**src/rtl/uart_pkg.sv**
```systemverilog
`default_nettype none
// ============================================================================
//  Module   : uart_pkg
//  Brief    : Shared UART definitions for the TX and RX paths:
//             frame state encoding, frame constants and the parity helper.
//  Revision : 1.0 - initial release
// ============================================================================
package uart_pkg;

   // Start + 8 data + parity + stop
   localparam int FRAME_BITS         = 11;
   localparam int DEFAULT_OVERSAMPLE = 16;
   // Widest payload the parity helper accepts; narrower data is zero-padded
   localparam int MAX_DATA_BITS      = 16;

   typedef enum logic [2:0] {
      IDLE   = 3'd0,
      START  = 3'd1,
      DATA   = 3'd2,
      PARITY = 3'd3,
      STOP   = 3'd4
   } uart_state_e;

   // Even parity is the XOR of the payload; odd parity inverts it.
   // Zero padding does not change the XOR.
   function automatic logic parity_bit(input logic [MAX_DATA_BITS-1:0] data,
                                       input logic                     odd);
      return (^data) ^ odd;
   endfunction

endpackage
`default_nettype wire

```
**src/rtl/uart_tx_fifo.sv**
```systemverilog
`default_nettype none
// ============================================================================
//  Module   : uart_tx_fifo
//  Brief    : Small synchronous FIFO in front of the UART serialiser.
//             DEPTH must be a power of two so the pointers wrap naturally.
//             Push when full and pop when empty are ignored.
//  Revision : 1.0 - initial release
// ============================================================================
module uart_tx_fifo #(
   parameter int WIDTH = 8,
   parameter int DEPTH = 4
) (
   input  logic             clk,
   input  logic             rst_n,
   input  logic             push,
   input  logic [WIDTH-1:0] push_data,
   input  logic             pop,
   output logic [WIDTH-1:0] pop_data,
   output logic             full,
   output logic             empty
);

   localparam int PTR_W = (DEPTH > 1) ? $clog2(DEPTH) : 1;
   localparam logic [PTR_W:0] c_DEPTH = (PTR_W + 1)'(DEPTH);

   logic [WIDTH-1:0] r_mem [DEPTH];
   logic [PTR_W-1:0] r_wr_ptr;
   logic [PTR_W-1:0] r_rd_ptr;
   logic [PTR_W:0]   r_count;
   logic             w_push;
   logic             w_pop;

   assign w_push   = push && !full;
   assign w_pop    = pop && !empty;
   assign full     = (r_count == c_DEPTH);
   assign empty    = (r_count == '0);
   assign pop_data = r_mem[r_rd_ptr];

   // Storage needs no reset: the pointers alone define which entries are valid
   always_ff @(posedge clk) begin
      if (w_push) begin
         r_mem[r_wr_ptr] <= push_data;
      end
   end

   // Pointer and occupancy tracking; simultaneous push and pop leave count unchanged
   always_ff @(posedge clk or negedge rst_n) begin
      if (!rst_n) begin
         r_wr_ptr <= '0;
         r_rd_ptr <= '0;
         r_count  <= '0;
      end else begin
         if (w_push) begin
            r_wr_ptr <= r_wr_ptr + PTR_W'(1);
         end
         if (w_pop) begin
            r_rd_ptr <= r_rd_ptr + PTR_W'(1);
         end
         case ({w_push, w_pop})
            2'b10:   r_count <= r_count + (PTR_W + 1)'(1);
            2'b01:   r_count <= r_count - (PTR_W + 1)'(1);
            default: r_count <= r_count;
         endcase
      end
   end

endmodule
`default_nettype wire

```
**src/rtl/uart_tx.sv**
```systemverilog
`default_nettype none
// ============================================================================
//  Module   : uart_tx
//  Brief    : UART transmitter. Serialises each byte as start, DATA_BITS data
//             bits LSB first, parity, stop. Every bit lasts OVERSAMPLE pulses
//             of the shared baud_tick enable.
//             Optional macro UART_TX_FIFO_EN adds a 4-entry input FIFO.
//  Revision : 1.0 - initial release
// ============================================================================
module uart_tx
   import uart_pkg::*;
#(
   parameter int DATA_BITS  = 8,
   parameter int OVERSAMPLE = DEFAULT_OVERSAMPLE,
   parameter bit PARITY_ODD = 1'b0
) (
   input  logic                 clk,
   input  logic                 rst_n,
   input  logic                 baud_tick,
   input  logic                 tx_valid,
   input  logic [DATA_BITS-1:0] tx_data,
   output logic                 tx_ready,
   output logic                 tx,
   output logic                 tx_busy,
   output logic                 tx_done
);

   localparam int TICK_W = (OVERSAMPLE > 1) ? $clog2(OVERSAMPLE) : 1;
   localparam int BIT_W  = (DATA_BITS > 1) ? $clog2(DATA_BITS) : 1;
   localparam logic [TICK_W-1:0] c_TICK_LAST = TICK_W'(OVERSAMPLE - 1);
   localparam logic [BIT_W-1:0]  c_BIT_LAST  = BIT_W'(DATA_BITS - 1);

   uart_state_e            r_state;
   logic [TICK_W-1:0]      r_tick_cnt;
   logic [BIT_W-1:0]       r_bit_cnt;
   logic [DATA_BITS-1:0]   r_shift;
   logic                   r_parity;
   logic                   r_tx;
   logic                   r_busy;
   logic                   r_done;

   logic                   w_load;
   logic [DATA_BITS-1:0]   w_load_data;
   logic                   w_bit_end;
   logic [DATA_BITS-1:0]   w_shift_next;
   logic [MAX_DATA_BITS-1:0] w_par_in;

`ifdef UART_TX_FIFO_EN
   logic                 w_fifo_full;
   logic                 w_fifo_empty;
   logic                 w_push;
   logic [DATA_BITS-1:0] w_fifo_head;

   // Source side only sees the FIFO; the serialiser drains it whenever idle
   assign w_push      = tx_valid && !w_fifo_full;
   assign tx_ready    = !w_fifo_full;
   assign w_load      = (r_state == IDLE) && !w_fifo_empty;
   assign w_load_data = w_fifo_head;

   uart_tx_fifo #(
      .WIDTH (DATA_BITS),
      .DEPTH (4)
   ) u_fifo (
      .clk       (clk),
      .rst_n     (rst_n),
      .push      (w_push),
      .push_data (tx_data),
      .pop       (w_load),
      .pop_data  (w_fifo_head),
      .full      (w_fifo_full),
      .empty     (w_fifo_empty)
   );
`else
   assign tx_ready    = (r_state == IDLE);
   assign w_load      = (r_state == IDLE) && tx_valid;
   assign w_load_data = tx_data;
`endif

   assign w_bit_end    = baud_tick && (r_tick_cnt == c_TICK_LAST);
   assign w_shift_next = r_shift >> 1;

   // Zero-pad the incoming byte to the width the parity helper expects
   always_comb begin
      w_par_in                = '0;
      w_par_in[DATA_BITS-1:0] = w_load_data;
   end

   assign tx      = r_tx;
   assign tx_busy = r_busy;
   assign tx_done = r_done;

   // Frame sequencer: bit timing, shifting and registered line outputs
   always_ff @(posedge clk or negedge rst_n) begin
      if (!rst_n) begin
         r_state    <= IDLE;
         r_tick_cnt <= '0;
         r_bit_cnt  <= '0;
         r_shift    <= '0;
         r_parity   <= 1'b0;
         r_tx       <= 1'b1;
         r_busy     <= 1'b0;
         r_done     <= 1'b0;
      end else begin
         r_done <= 1'b0;

         // Ticks only advance inside a frame; the counter restarts at every bit
         if (r_state != IDLE && baud_tick) begin
            r_tick_cnt <= w_bit_end ? '0 : r_tick_cnt + TICK_W'(1);
         end

         case (r_state)
            IDLE: begin
               if (w_load) begin
                  r_shift    <= w_load_data;
                  r_parity   <= parity_bit(w_par_in, PARITY_ODD);
                  r_tick_cnt <= '0;
                  r_bit_cnt  <= '0;
                  r_tx       <= 1'b0;
                  r_busy     <= 1'b1;
                  r_state    <= START;
               end
            end
            START: begin
               if (w_bit_end) begin
                  r_tx    <= r_shift[0];
                  r_state <= DATA;
               end
            end
            DATA: begin
               if (w_bit_end) begin
                  r_shift <= w_shift_next;
                  if (r_bit_cnt == c_BIT_LAST) begin
                     r_tx    <= r_parity;
                     r_state <= PARITY;
                  end else begin
                     r_bit_cnt <= r_bit_cnt + BIT_W'(1);
                     r_tx      <= w_shift_next[0];
                  end
               end
            end
            PARITY: begin
               if (w_bit_end) begin
                  r_tx    <= 1'b1;
                  r_state <= STOP;
               end
            end
            STOP: begin
               if (w_bit_end) begin
                  r_busy  <= 1'b0;
                  r_done  <= 1'b1;
                  r_state <= IDLE;
               end
            end
            default: begin
               r_tx    <= 1'b1;
               r_busy  <= 1'b0;
               r_state <= IDLE;
            end
         endcase
      end
   end

endmodule
`default_nettype wire
```
**config.mk**
```make
export PLATFORM = sky130hd
export DESIGN_NAME = uart_tx
export DESIGN_NICKNAME = d
export VERILOG_FILES = /design/src/rtl/uart_pkg.sv /design/src/rtl/uart_tx_fifo.sv /design/src/rtl/uart_tx.sv
export SDC_FILE = /design/constraint.sdc
export NUM_CORES = 1
export LEC_CHECK = 0
export ABC_AREA = 1
export CAP_MARGIN = 20
export CORE_MARGIN = 8
export CORE_UTILIZATION = 52
export CTS_BUF_LIST = sky130_fd_sc_hd__clkbuf_4 sky130_fd_sc_hd__clkbuf_8
export CTS_CLUSTER_DIAMETER = 150
export DETAILED_ROUTE_END_ITERATION = 7
export PLACE_DENSITY = 0.89
export RECOVER_POWER = 100
export SYNTH_ARGS = -nofsm -noshare
export SYNTH_HDL_FRONTEND = slang
export SYNTH_HIERARCHICAL = 1
export SYNTH_SLANG_ARGS = --single-unit
```
**constraint.sdc**
```tcl
create_clock -name clk -period 1.4 [get_ports clk]
set_clock_uncertainty 0.05 [all_clocks]
set_input_delay 0.28 -clock clk [delete_from_list [all_inputs] [get_ports clk]]
set_output_delay 0.28 -clock clk [all_outputs]
set_load 0.01 [all_outputs]
```
After elaboration in Yosys (flattened, before gate mapping)
Index checks and enable logic that the tools add are counted.

cells by class
  add/sub/neg operators = 2
  multipliers = 0
  divide/modulo/power cells = 0
  order comparisons = 0
  equal/unequal tests = 13
  shifts and indexed selects = 0
  muxes and demuxes = 29
  bitwise operators = 2
  reduce and logical (&&, ||, !) cells = 14

operator list
  kind                                                 number
  2-to-1 mux 3 bit                                     9
  2-to-1 mux 4 bit                                     4
  2-to-1 mux 8 bit                                     2
  case mux 8 bit (2 select lines)                      1
  parity 16 bit                                        1
  case mux 3 bit (5 select lines)                      1
  inequality test 2 bit, second input constant         6
  2-to-1 mux 1 bit                                     9
  equality test 3 x 2 -> 1 bit, second input constant  2
  equality test 3 bit, second input constant           2
  case mux 3 bit (2 select lines)                      1
  AND reduction 3 bit                                  2
  AND reduction 6 bit                                  1
  case mux 1 bit (5 select lines)                      1
  AND reduction 5 bit                                  1
  adder 4 x 1 -> 4 bit, second input constant          1
  equality test 4 bit, second input constant           1
  AND reduction 4 bit                                  1
  adder 3 x 1 -> 3 bit, second input constant          1
  equality test 3 x 1 -> 1 bit, second input constant  1
  logical AND 1 bit                                    3
  logical NOT 3 bit                                    1
  case mux 1 bit (3 select lines)                      1
  nonzero test 3 bit                                   1
  other kinds (5)                                      6

word-level totals
  register bits after elaboration = 22
  bits in latches = 0
  RAM bits = 0
  bits in read-only memories = 0
  input bits = 12
  logic and storage cells = 68
  memories kept = 0

Logic depth before layout (Yosys ltp)
  depth after elaboration = 6
  depth in mapped cells = 8

Least setup slack after synthesis
OpenSTA, ideal clock, no wires.

  kind = register to register
  start point = register r_bit_cnt[0]
  end point = register r_bit_cnt[0]
  data arrival time = 1.173 ns
  slack = 0.051 ns
  stages on the path, launching flop included = 7
  path buffers = 0
  period minus slack after synthesis = 1.349 ns
  path through = dfrtp_1 -> ha_1 -> ha_1 -> a21oi_1 -> nand3_2 -> nand2_1 -> o21ai_0

between the ends
  cells in the longest elaborated chain, start to end = 4
  elaborated cells between the ends (all ways) = 7
  classes of those cells = 1 x add/sub; 2 x eq/ne; 3 x mux; 1 x reduce/logical

ends and longest elaborated chain
  item                             line            source
  from (decl)                      uart_tx.sv:35   logic [BIT_W-1:0] r_bit_cnt;
  from (signal assigned)           uart_tx.sv:136  r_bit_cnt <= r_bit_cnt + BIT_W'(1);
  adder 3 x 1 -> 3 bit             uart_tx.sv:136
  2-to-1 mux 3 bit                 uart_tx.sv:132  if (r_bit_cnt == c_BIT_LAST) begin
  2-to-1 mux 3 bit                 uart_tx.sv:130  if (w_bit_end) begin
  case mux 3 bit (2 select lines)  uart_tx.sv:111  case (r_state)

Several ways; a longest one is shown, not always the timed one. The select of a mux whose other input is x is not followed.
A chain may end at the register's enable or synchronous reset.

Worst setup path after layout
  start point = register r_tick_cnt[0]
  end point = register r_shift[1]

between the ends
  cells in the longest elaborated chain, start to end = 4

ends and longest elaborated chain
  item                                    line            source
  from (decl)                             uart_tx.sv:34   logic [TICK_W-1:0] r_tick_cnt;
  from (signal assigned)                  uart_tx.sv:108  r_tick_cnt <= w_bit_end ? '0 : r_tick_cnt + TICK_W'(1);
  equality test 4 bit                     uart_tx.sv:79   assign w_bit_end = baud_tick && (r_tick_cnt == c_TICK_LAST);
  logical AND 1 bit                       uart_tx.sv:79
  inequality test 2 bit (no source line)  -
  AND reduction 3 bit (no source line)    -
  to (signal assigned)                    uart_tx.sv:114  r_shift <= w_load_data;
  to (signal assigned)                    uart_tx.sv:131  r_shift <= w_shift_next;
  to (decl)                               uart_tx.sv:36   logic [DATA_BITS-1:0] r_shift;

No other way between the ends.

==> flow_summary_export.csv <==
group,metric,value,unit
run_status,status,"finished, violations left",
run_status,violations,"negative setup slack",
power_and_ir_drop,seqPwrFrac,27.5,%
power_and_ir_drop,p_int,2038,uW
grt,grt_pass1_wl,5.561,mm
drt,drt.antenna.violating_nets,0,
yosys,ys.warnings.count,6,
timing,finalSetupViolations,17,
drt,first_pass_iters,4,
critical_path,critPathMaxFanout,8,
die,die_h,67.38,um
power_and_ir_drop,switching_share,45.44,%
power_and_ir_drop,p_leak,0.0009700,uW
place,hpwl,2.283,mm
grt,grt_use_met3,3.311,%
critical_path,rr_worst_depth,7,
critical_path,crit_path_end_kind,"flip-flop",
drt,drc,0,
critical_path,cp-start-kind,"flip-flop",
critical_path,reg2reg_to,"r_shift[1]",
final_layout,drive_above_1_share,26.14,%
timing,slew_violations,0,
timing,relSlewSlack,58.88,%
yosys,synthArstFlopShare,100.0,%
clock_tree,cts_tree,"yes",
power_and_ir_drop,combinationalPowerShare,62.7,%
hold_path,hold_class,"in -> async",
yosys,synth_cell_type_count,22,
clock_tree,numCtsBuffers,3,
place,port_buffers,15,
yosys,synth_top_flop_cell,"dfrtp_1",
grt,antenna_found_initial,0,
yosys,syn_area,1373,um^2
final_layout,final_cells,271,
timing,finalHoldViolCount,0,
drt,drt-initial-drc-count,52,
drt,wl_per_cell,12.79,um
critical_path,crit-reg2reg-launch,"r_tick_cnt[0]",
yosys,synth_area_leaders,"dfrtp_1, nand2_1, o21ai_0",
critical_path,critPathKind,"reg -> reg",
yosys,yosysSeqAreaShare,40.20,%
clock_tree,clock_sinks,22,
grt,top_usage_layer,"met2",
final_layout,synthToLayoutAreaGrowth,35.37,%
yosys,synth_most_common_cell,"nand2_1",
drt,num_vias,1423,
flow_run,maxCapViolCount,0,
final_layout,utilization,74.32,%
clock_tree,clkTransAtPathRegs,0.12,ns
yosys,synth_common_cells,"nand2_1, o21ai_0, dfrtp_1, inv_1, nor2_1",
yosys,synthesis.instances,200,
grt,grt_util_all_layers,15.80,%
power_and_ir_drop,p_sw,1697,uW
timing,worst_slew_pin_slew,0.6167,ns
yosys,syn-num-nets,215,
die,core,2500,um^2
die,dieArea,4539,um^2
die,die_w,67.38,um
power_and_ir_drop,clockPowerShare,9.8,%
die,start_util,54.90,%
final_layout,num_antenna_cells,0,
yosys,netlist.area_leader.share,38.29,%
critical_path,rrSetupSlack,-0.06,ns
clock_tree,cts_hold_buffers,0,
critical_path,required,1.62,ns
yosys,synth_enable_flop_cells,0,
timing,fin_crit,1.455,ns
die,pin_count,16,
power_and_ir_drop,peakVddDrop,0.001346,V
timing,fmax,0.6871,GHz
grt,grt_use_met1,18.07,%
grt,grt_start_max_net_pins,13,
final_layout,nets,257,
timing,fin_crit_sh,104.0,%
yosys,syn_avg_cell_area,6.863,um^2
grt,grtUsageMet2,27.84,%
place,gp_congestion,0.8951,
grt,grt_pass1_vias,1317,
power_and_ir_drop,power_density,2010,nW/um^2
clock_tree,htreeDepth,1,
power_and_ir_drop,finalPower,3735,uW
clock_tree,cts_root_buf,"clkbuf_4",
clock_tree,insertion_delay,0.32,ns
timing,setup_slack,-0.05531,ns
yosys,synth_top_area_cell,"dfrtp_1",
timing,rsz0062_at_grt,"true",
critical_path,arrival,1.68,ns
grt,grt_overflow,0,
drt,drt-total-wl,3.465,mm
yosys,ys_seq_elements,22,
die,num_rows,18,
place,placedCellCount,258,
drt,viasPerCell,5.251,
clock_tree,clockBufferDepth,2,
routing by layer:
| metal | share of wire (%) | vias to the layer above |
|---|---|---|
| met5 | 0 | - |
| met4 | 1.8 | 0 |
| met3 | 3.6 | 7 |
| met2 | 49 | 33 |
| met1 | 45 | 682 |
| li1 | - | 701 |
layout make-up:
| cell class | count | area (um^2) |
|---|---|---|
| multi-input combinational | 152 | 800.8 |
| fill | 187 | 641.9 |
| sequential | 22 | 551.8 |
| timing repair buffer | 39 | 336.6 |
| inverter | 24 | 95.09 |
| tap | 30 | 37.54 |
| clock buffer | 4 | 36.28 |
registers in the layout, indices dropped and copies added, names as in the netlist:
register	flops
r_bit_cnt	3
r_parity	1
r_shift	8
r_state	3
r_tick_cnt	4
tx	1
tx_busy	1
tx_done	1
power groups by stage:
stage	Sequential [uW]	Combinational, uW	Clock [uW]
floorplan	1030	1180	0
finish	1030	2340	367
global route	1050	2560	394
detailed placement	1030	1860	0
CTS	1030	2080	370
global placement	1020	1800	0
stage by stage:
stage	cell area (um^2)	worst slack, ns	hold slack [ns]	setup TNS [ns]
final	1858	-0.05531	0.4400	-0.5393
after global routing	1858	-0.1335	0.4596	-2.141
after CTS	1787	-0.01479	0.2233	-0.02890
after detailed placement	1667	-0.2245	0.4167	-2.638
after global placement	1667	-0.1447	0.4120	-2.069
after floorplan	1373	0.05148	-0.06559	0
cells in the final DEF, fill, tap and decap left out, types with 4 or more instances in the layout:
cell type | Yosys | layout
inv_2 | 3 | 4
dfrtp_1 | 21 | 21
buf_4 | 1 | 19
o21ai_2 | 1 | 6
inv_1 | 21 | 19
nand2_2 | 1 | 7
nand2_1 | 92 | 85
nor2_4 | 4 | 5
o21ai_0 | 22 | 10
clkdlybuf4s50_1 | 0 | 10
nand3_1 | 5 | 5
nor2_1 | 14 | 12
o21ai_1 | 0 | 7
worst max-delay path, cell delays in order (launching register included):
cell and delay, ns:
dfrtp_1 0.41, ha_2 0.20, nand2_2 0.10, nor2_4 0.06
buf_6 0.12, o211ai_4 0.30, nand2_1 0.10, nand2_1 0.07
worst max path at each step:
stage,end,cells past startpoint,slack (ns),startpoint
2_1_floorplan,r_bit_cnt[0],6,0.05,r_bit_cnt[0]
3_3_place_gp,r_bit_cnt[1],8,-0.14,baud_tick
3_5_place_dp,r_bit_cnt[2],7,-0.22,baud_tick
4_1_cts,tx_ready,4,-0.01,r_state[2]
5_1_grt,r_state[0],8,-0.13,r_state[1]
6_report,r_shift[1],7,-0.06,r_tick_cnt[0]
cell families (layout without fill, tap and decap cells):
family / count (synthesis) / count (layout) / share of synthesized area [%]
simple gates: 123 / 123 / 38.65
compound gates: 26 / 26 / 10.48
buf+inv: 26 / 67 / 7.931
flops: 22 / 22 / 40.20
fa+ha+maj: 3 / 3 / 2.735
what timing repair did:
item / 4_1_cts / 5_1_grt
endpoints found under the setup margin: 21 / 22
buffers inserted: 4 / 5
pin swaps: 7 / 22
gates resized for setup: 30 / 22
cloned: 0 / 0
Power figures use the tool's default switching activity.
==> patch (same settings) <==
Re-encode `uart_state_e` (5 states) as one-hot, 5 bits wide.
--- a/src/rtl/uart_pkg.sv
+++ b/src/rtl/uart_pkg.sv
@@ -15,8 +15,8 @@
 
-   typedef enum logic [2:0] {
-      IDLE   = 3'd0,
-      START  = 3'd1,
-      DATA   = 3'd2,
-      PARITY = 3'd3,
-      STOP   = 3'd4
+   typedef enum logic [4:0] {
+      IDLE   = 5'b00001,
+      START  = 5'b00010,
+      DATA   = 5'b00100,
+      PARITY = 5'b01000,
+      STOP   = 5'b10000
    } uart_state_e;
Check against the original RTL: same outputs for any inputs over 10 cycles, from zero or initial values and one cycle with rst_n low; not proved beyond that.
==> patch against the unedited design <==
The run still ends with setup timing left. Sequential cell count grew 2. First-iteration DRC count grew to 2.7 times the old value. Power grew 30%. Cell area grew 23%. Synthesized area grew 9.6%. Critical path type unchanged. Largest power group unchanged. Routed wire length grew 30%. Setup slack lost 0.18 ns. Clock power grew 43%.
==> patch: results (changes against the unedited design) <==
synth_adder_area_share_pct: 2.50  # -0.24 points
cp_slowest_cell: "dfstp_2"
yosysWarnings: 6  # unchanged
yosysSeqAreaShare_pct: 40.1  # -0.10 points
drive_gt1_share_pct: 41.7  # +16 points
wl_per_cell_um: 15.5  # +21%
cts_buffer_depth: 2  # unchanged
grt_max_degree: 25  # +12
synth_ff_type: "dfrtp_1"
diodes: 0  # unchanged
vias: 1580  # +11%
cts_htree_levels: 1  # unchanged
synth_area_leaders: "dfrtp_1 (37%), nand2_1 (21%), nand3_1 (5.0%), dfstp_2 (3.5%), xor2_1 (3.5%)"
synth_mux_area_share_pct: 0  # unchanged
worstPathMaxFanout: 5  # -3
largestRegisters: "r_shift (8), r_state (5), r_tick_cnt (4)"
synthXorXnorAreaFrac_pct: 5.82  # +5.8 points
r2r-end: "r_tick_cnt[1]"
syn_avg_cell_area_sq_um: 7.48  # +9.0%
slowest_delay_ns: 0.57  # +0.16 ns
place_inst: 276  # +7.0%
status: "finished, violations left"
dp_hpwl_um: 2680  # +17%
viasPerCell: 5.45  # +3.8%
netlist_top_cells_count: "nand2_1 (86), dfrtp_1 (22), nand3_1 (15)"
r2r_start: "r_state[0]"
route.detailed.drc: 0  # unchanged
synth_nets: 216  # +0.47%
cts.clk_slew.worst_paths_ns: 0.14  # +0.02 ns
grt_usage_pct: 17.4  # +1.6 points
preCtsSetupSlack_ns: -0.303  # -0.0782 ns
gp_congestion: 0.887  # -0.90%
synth-compound-area-share_pct: 6.24  # -4.2 points
irDropWorstVdd_uv: 2010  # +49%
grt_pass1_wl_um: 7110  # +28%
violations: "setup timing"
setup_ws_ns: -0.231  # -0.175 ns
r2r_cells: 9  # +2
power.leakage_uw: 0.00119  # +23%
ys_types: 28  # +27%
fill_cells: 170  # -9.1%
setup_violations: 24  # +7
cp.arrival_ns: 1.81  # +0.13 ns
slew_headroom_pct: 58.7  # -0.18 points
tns_ns: -3.67  # -3.13 ns
clock_latency_ns: 0.33
drt_iter0_drc: 138  # +170%
[patch: worst reg2reg max path, delay by kind of cell (launching register included)]
family	cells	cell delay (ns)
flip-flops	1	0.57
buffers and inverters	4	0.42
AND/OR/NAND/NOR	5	0.50
[patch: logic make-up after synthesis]
family                     after synthesis
DFF                                     24
AOI/OAI and AO/OA                       15
and+or+nand+nor                        130
xor gates and xnor gates                10
buffers and inverters                   19
adders and majority gates                3
[patch: final cells by class]
class	instances	share of cell area, %
clock inverters	1	1.31
repair buffers	55	21.6
inverters	17	3.11
multi-input cells	159	45.0
flip-flops and latches	24	26.3
well taps	31	1.69
clock buffers	3	0.983
[patch: worst max path at each step]
stage | start | end | depth (start not counted)
floorplan | r_tick_cnt[0] | r_shift[0] | 8
detailed placement | baud_tick | r_state[2] | 6
global placement | r_state[0] | tx_ready | 5
global route | r_state[0] | tx_ready | 5
CTS | r_state[0] | tx_ready | 5
finish | r_state[0] | r_tick_cnt[1] | 9
[patch: report_power, final]
part           leakage (uW)  internal [uW]  total (uW)  switching (uW)
clock             0.0000279            290         524             234
sequential         0.000307            985        1190             205
combinational      0.000859           1420        3130            1710
total               0.00119           2700        4850            2150
[patch: timing repair]
item / in CTS / in global routing
endpoints found under the hold margin: 0 / 0
hold buffers: 0 / 0
pin swaps: 4 / 21
gates resized for setup: 35 / 37
setup endpoints to repair: 26 / 24
gates cloned: 2 / 0
setup buffers: 4 / 4
[patch: routing by layer]
metal	routed length [um]	GRT usage, %	vias to the layer above
li1	-	-	756
met1	1670	20.0	774
met3	117	2.72	13
met4	115	7.37	0
met2	2600	30.9	37
met5	0	0	-
[patch: per-stage QoR]
stage / instance area [sq um] / hold slack, ns
floorplan: 1530 / -0.0656
global placement: 1980 / 0.404
detailed placement: 1980 / 0.413
CTS: 2150 / 0.242
global route: 2290 / 0.489
finish: 2290 / 0.435
